`src/rtl/axi_lite_rd_arbiter.sv`:
```
`default_nettype none
// ============================================================================
// Module      : axi_lite_rd_arbiter
// Description : 2:1 AXI-lite read arbiter (IFU = m0, LSU = m1) in front of a
//               read-only SRAM slave. One outstanding transaction, with a
//               slave-response timeout watchdog that answers SLVERR.
//               Define ARB_ROUND_ROBIN_EN for round-robin arbitration;
//               otherwise fixed priority with m1 above m0.
// Revision    : 1.0 - initial release
// ============================================================================
module axi_lite_rd_arbiter #(
    parameter int AW      = 32,
    parameter int DW      = 64,
    parameter int TMO_CYC = 255
) (
    input  logic          clk,
    input  logic          rst_n,
    // master 0 (IFU)
    input  logic [AW-1:0] m0_araddr,
    input  logic          m0_arvalid,
    output logic          m0_arready,
    output logic [DW-1:0] m0_rdata,
    output logic [1:0]    m0_rresp,
    output logic          m0_rvalid,
    input  logic          m0_rready,
    // master 1 (LSU)
    input  logic [AW-1:0] m1_araddr,
    input  logic          m1_arvalid,
    output logic          m1_arready,
    output logic [DW-1:0] m1_rdata,
    output logic [1:0]    m1_rresp,
    output logic          m1_rvalid,
    input  logic          m1_rready,
    // slave (SRAM)
    output logic [AW-1:0] s_araddr,
    output logic          s_arvalid,
    input  logic          s_arready,
    input  logic [DW-1:0] s_rdata,
    input  logic [1:0]    s_rresp,
    input  logic          s_rvalid,
    output logic          s_rready
);

    localparam logic [1:0] c_IDLE = 2'd0;
    localparam logic [1:0] c_ADDR = 2'd1;
    localparam logic [1:0] c_DATA = 2'd2;
    localparam logic [1:0] c_TERR = 2'd3;

    localparam logic [7:0] c_TMO        = 8'(TMO_CYC);
    localparam logic [1:0] c_RESP_SLVERR = 2'b10;

    logic [1:0]    r_state;
    logic [1:0]    w_next;
    logic          r_grant;
    logic [AW-1:0] r_araddr;
    logic [7:0]    r_cnt;

    logic          w_any;
    logic          w_win;
    logic          w_sel_rready;
    logic [7:0]    w_cnt_inc;

    assign w_any        = m0_arvalid | m1_arvalid;
    assign w_sel_rready = r_grant ? m1_rready : m0_rready;
    assign w_cnt_inc    = r_cnt + 8'd1;

`ifdef ARB_ROUND_ROBIN_EN
    logic r_last_grant;

    // On a tie the master that was not served last wins.
    assign w_win = (m0_arvalid && m1_arvalid) ? ~r_last_grant : m1_arvalid;

    always_ff @(posedge clk) begin
        if (!rst_n) begin
            r_last_grant <= 1'b1;
        end else if (r_state == c_IDLE && w_any) begin
            r_last_grant <= w_win;
        end
    end
`else
    assign w_win = m1_arvalid;
`endif

    // State register
    always_ff @(posedge clk) begin
        if (!rst_n) begin
            r_state <= c_IDLE;
        end else begin
            r_state <= w_next;
        end
    end

    // Grant, address latch and watchdog counter
    always_ff @(posedge clk) begin
        if (!rst_n) begin
            r_grant  <= 1'b0;
            r_araddr <= '0;
            r_cnt    <= 8'd0;
        end else begin
            if (r_state == c_IDLE && w_any) begin
                r_grant  <= w_win;
                r_araddr <= w_win ? m1_araddr : m0_araddr;
            end
            if (r_state == c_ADDR && s_arready) begin
                r_cnt <= 8'd0;
            end else if (r_state == c_DATA && !s_rvalid) begin
                r_cnt <= w_cnt_inc;
            end
        end
    end

    // Next-state logic
    always_comb begin
        w_next = r_state;
        case (r_state)
            c_IDLE: if (w_any) w_next = c_ADDR;
            c_ADDR: if (s_arready) w_next = c_DATA;
            c_DATA: begin
                if (s_rvalid && w_sel_rready) begin
                    w_next = c_IDLE;
                end else if (!s_rvalid && w_cnt_inc == c_TMO) begin
                    // The increment that reaches TMO_CYC lands us in TERR
                    w_next = c_TERR;
                end
            end
            c_TERR: if (w_sel_rready) w_next = c_IDLE;
            default: w_next = c_IDLE;
        endcase
    end

    // Output decode
    always_comb begin
        m0_arready = 1'b0;
        m1_arready = 1'b0;
        m0_rvalid  = 1'b0;
        m1_rvalid  = 1'b0;
        m0_rdata   = '0;
        m1_rdata   = '0;
        m0_rresp   = 2'b00;
        m1_rresp   = 2'b00;
        s_arvalid  = 1'b0;
        s_rready   = 1'b0;
        case (r_state)
            c_IDLE: begin
                m0_arready = w_any & ~w_win;
                m1_arready = w_any &  w_win;
            end
            c_ADDR: s_arvalid = 1'b1;
            c_DATA: begin
                s_rready = w_sel_rready;
                if (s_rvalid) begin
                    if (r_grant) begin
                        m1_rvalid = 1'b1;
                        m1_rdata  = s_rdata;
                        m1_rresp  = s_rresp;
                    end else begin
                        m0_rvalid = 1'b1;
                        m0_rdata  = s_rdata;
                        m0_rresp  = s_rresp;
                    end
                end
            end
            c_TERR: begin
                // Slave is ignored here; a late s_rvalid must not leak through
                if (r_grant) begin
                    m1_rvalid = 1'b1;
                    m1_rresp  = c_RESP_SLVERR;
                end else begin
                    m0_rvalid = 1'b1;
                    m0_rresp  = c_RESP_SLVERR;
                end
            end
            default: ;
        endcase
    end

    assign s_araddr = r_araddr;

endmodule
`default_nettype wire

```
`config.mk`:
```
export PLATFORM = sky130hd
export DESIGN_NAME = axi_lite_rd_arbiter
export DESIGN_NICKNAME = d
export VERILOG_FILES = /design/src/rtl/axi_lite_rd_arbiter.sv
export SDC_FILE = /design/constraint.sdc
export NUM_CORES = 1
export LEC_CHECK = 0
export BUFFER_PORTS_ARGS = -buffer_cell sky130_fd_sc_hd__buf_2
export CAP_MARGIN = 25
export CELL_PAD_IN_SITES_DETAIL_PLACEMENT = 0
export CELL_PAD_IN_SITES_GLOBAL_PLACEMENT = 1
export CORE_MARGIN = 2
export CORE_UTILIZATION = 23
export DETAILED_ROUTE_END_ITERATION = 12
export PLACE_DENSITY = 0.91
export SETUP_SLACK_MARGIN = 0.02
export SLEW_MARGIN = 20
export SYNTH_ARGS = -nofsm -noshare
export SYNTH_HDL_FRONTEND = slang
export SYNTH_SLANG_ARGS = --single-unit
```
`constraint.sdc`:
```
create_clock -name clk -period 1.7 [get_ports clk]
set_input_delay 0.255 -clock clk [delete_from_list [all_inputs] [get_ports clk]]
set_output_delay 0.255 -clock clk [all_outputs]
set_load 0.05 [all_outputs]
```
==> impl_metrics.env <==
export IMPL_fmax_mhz=554
export IMPL_syn_nets=513
export IMPL_postRouteAntennaNets=0
export IMPL_fillCellCount=1210
export IMPL_ios=308
export IMPL_hold_depth=3
export IMPL_io_buffer_count=307
export IMPL_placed_cells=835
export IMPL_wl_per_cell_microns=19.0
export IMPL_synth_edf_count=0
export IMPL_final_hold_violation_count=0
export IMPL_crit_chain="nand2b_4, nor2_4, buf_12, buf_12, and2_2, buf_6"
export IMPL_max_slew_margin_rel_pct=75.1
export IMPL_cp_startpoint="r_state[0]"
export IMPL_period_share_pct=106
export IMPL_drtPass1Iterations=6
export IMPL_holdCritPathClass="input pin to register"
export IMPL_synthFlopType="dfxtp_1"
export IMPL_nets=819
export IMPL_cp_endpoint="m1_rdata[49]"
export IMPL_netlist_instances=373
export IMPL_syn_to_final_growth_pct=120
export IMPL_fin_skew_ps=3.35
export IMPL_syn_cell_area_sq_mm=0.00305
export IMPL_critPathMaxFanout=32
export IMPL_syn_mean_instance_area_sq_um=8.19
export IMPL_timing_hold_ws_ps=267
export IMPL_maxCapViolCount=0
export IMPL_dr_first_iter_drc_count=221
export IMPL_grt_pass1_wl_mm=21.6
export IMPL_die_w_microns=119
export IMPL_critPathMaxStageDelay_ps=320
export IMPL_power_density_mw_per_mm2=583
export IMPL_fin_ws_ps=-105
export IMPL_drt_total_wl_mm=16.3
export IMPL_root_buffer="clkbuf_16"
export IMPL_start_kind="register"
export IMPL_vias=3983
export IMPL_seqCellArea_sq_um=867
export IMPL_final_util_pct=51.3
export IMPL_rsz0062_at_grt="yes"
export IMPL_core_rowCount=42
export IMPL_leakagePower_nw=3.57
export IMPL_grt_max_degree=66
export IMPL_finalCriticalPeriod_ps=1810
export IMPL_slew_viol_final=0
export IMPL_worstReg2RegEnd="r_cnt[5]"
export IMPL_die_height_microns=119
export IMPL_start_util_pct=23.3
export IMPL_critical_path_arrival_ps=1550
export IMPL_cts_max_level=2
export IMPL_core_area_sq_mm=0.0131
export IMPL_antenna_found_initial=1
export IMPL_cpMostUsedCell="buf_12"
export IMPL_design_area_sq_mm=0.00671
export IMPL_drc=0
export IMPL_placed_area_sq_mm=0.00495
export IMPL_viasPerCell=4.65
export IMPL_dp_final_hpwl_mm=10.6
export IMPL_timing_rr_start="r_state[0]"
export IMPL_dieArea_sq_mm=0.0142
export IMPL_clkTransAtPathRegs_ps=60
export IMPL_worst_setup_path_type="register to output port"
export IMPL_grt_pass1_vias=3783
export IMPL_grt_overflow=0
export IMPL_critPathCaptureType="output port"
export IMPL_stdcell_count=857
export IMPL_async_flop_share_pct=0
export IMPL_critPathSlowestCell="dfxtp_2"
export IMPL_synth_warnings=0
export IMPL_violations="negative setup slack"
export IMPL_grt_use_total_pct=19.4
export IMPL_ys_ff_latch=43
export IMPL_multi_input_area_sq_mm=0.00234
export IMPL_rrSetupSlack_ps=230
export IMPL_gp_congestion=0.876
export IMPL_worst_pin_slew_ps=374
export IMPL_ir_worst_vdd_v=0.000755
export IMPL_cts_buffer_depth=2
export IMPL_ys_types=38
export IMPL_numCtsBuffers=5
export IMPL_outcome="finished, violations left"
export IMPL_insertion_delay_ps=280
export IMPL_crit_required_ps=1440
export IMPL_setup_viol=121
export IMPL_cts_sinks=43
export IMPL_cts_tree="done"
export IMPL_drive_gt1_share_pct=70.9
export IMPL_rr_worst_depth=5
export IMPL_yosysSeqAreaShare_pct=28.2
-- routing by layer --
metal	vias up	global-route usage, %	part of all wire, %
met5	-	0	0
met4	0	7.29	4.1
met3	47	5.56	9.2
met2	235	31.9	47
met1	1856	23.9	39
li1	1845	-	-
-- cell families (layout without fill, tap and decap cells) --
| logic type | count (synthesis) | after routing | synth area share, % |
|---|---|---|---|
| and+or+nand+nor | 207 | 207 | 38.8 |
| AOI/OAI and AO/OA | 45 | 45 | 13.3 |
| DFF | 43 | 43 | 28.2 |
| buffers and inverters | 35 | 342 | 5.82 |
| muxes | 33 | 33 | 10.8 |
| xor gates and xnor gates | 8 | 8 | 2.29 |
| adders and majority gates | 2 | 2 | 0.819 |
| other | 0 | 1 | 0 |
-- synth_stat cells (2+ instances only) --
cell | number | area, sq um
and2_1 | 131 | 820
dfxtp_1 | 43 | 861
nand2_1 | 38 | 143
mux2i_1 | 33 | 330
o211a_1 | 32 | 320
nor2_1 | 17 | 63.8
clkbuf_1 | 11 | 41.3
buf_2 | 10 | 50.1
clkbuf_2 | 6 | 30.0
a21oi_1 | 5 | 25.0
buf_4 | 5 | 37.5
xnor2_1 | 5 | 43.8
nand2b_1 | 3 | 18.8
nor2b_1 | 3 | 18.8
xor2_1 | 3 | 26.3
ha_1 | 2 | 25.0
inv_1 | 2 | 7.51
nand3_1 | 2 | 10.0
nand4_1 | 2 | 12.5
o21a_1 | 2 | 15.0
-- repair_timing --
action	4_1_cts	5_1_grt
pin swaps	5	51
cloned	3	6
buffers inserted	4	2
hold buffers	0	0
setup endpoints to repair	130	132
resized for setup	318	130
-- per-stage QoR --
| stage | setup WS [ps] | total power [mW] | TNS [ps] |
|---|---|---|---|
| after global placement | 106 | 2.64 | 0 |
| after floorplan | 28.7 | 2.21 | 0 |
| after CTS | -102 | 3.87 | -6310 |
| final | -105 | 3.91 | -6860 |
| after detailed placement | 86.5 | 2.65 | 0 |
| after global routing | -159 | 4.08 | -13030 |
-- power by group --
part           internal (mW)  switching (mW)
registers               1.13          0.0632
clock network          0.693           0.397
logic                  0.585            1.04
total                   2.41            1.50
-- cell usage in the layout, fill, tap and decap left out, types with 2 or more instances in the layout --
master     synthesis  layout
nand2_1           38      37
buf_2             10     175
a21oi_1            5       5
xor2_1             3       3
clkbuf_16          0      10
nand3_1            2       2
nand2b_4           1       3
buf_8              0      82
and2_2             0      41
dfxtp_2            0       2
nor2_1            17      15
xnor2_1            5       5
inv_1              2       2
nor2_4             0       2
o211a_1           32      32
buf_6              1      47
ha_1               2       2
and2_1           131       6
nor2b_1            3       2
buf_4              5      10
and2_4             0      84
dfxtp_1           43      40
buf_12             0      12
nand4_1            2       2
mux2i_1           33      32
-- critical path, delay by kind of cell, from the launching register on --
family        cells  cell delay (ps)
flops             1              320
buf+inv           3              470
simple gates      3              460
-- sequential cells by signal (all words and copies together) (netlist names) --
register,cells
r_cnt,8
r_grant,1
s_araddr,32
r_state,2
-- final cells by class --
cell class	count	area share [%]
antenna	1	0.0373
clock buffer	5	1.86
clock inverter	3	0.652
inverter	2	0.112
multi-input combinational	295	34.9
sequential	43	12.9
tap	176	3.28
timing repair buffer	332	46.3
-- worst min path at each step --
| stage | startpoint | end | slack (ps) |
|---|---|---|---|
| floorplan | s_arready | r_state[1] | 420 |
| global placement | s_araddr[6] | s_araddr[6] | 470 |
| detailed placement | s_araddr[4] | s_araddr[4] | 480 |
| CTS | s_arready | r_state[1] | 260 |
| global route | s_arready | r_state[1] | 290 |
| finish | s_arready | r_state[1] | 270 |
Power figures use the tool's default switching activity.
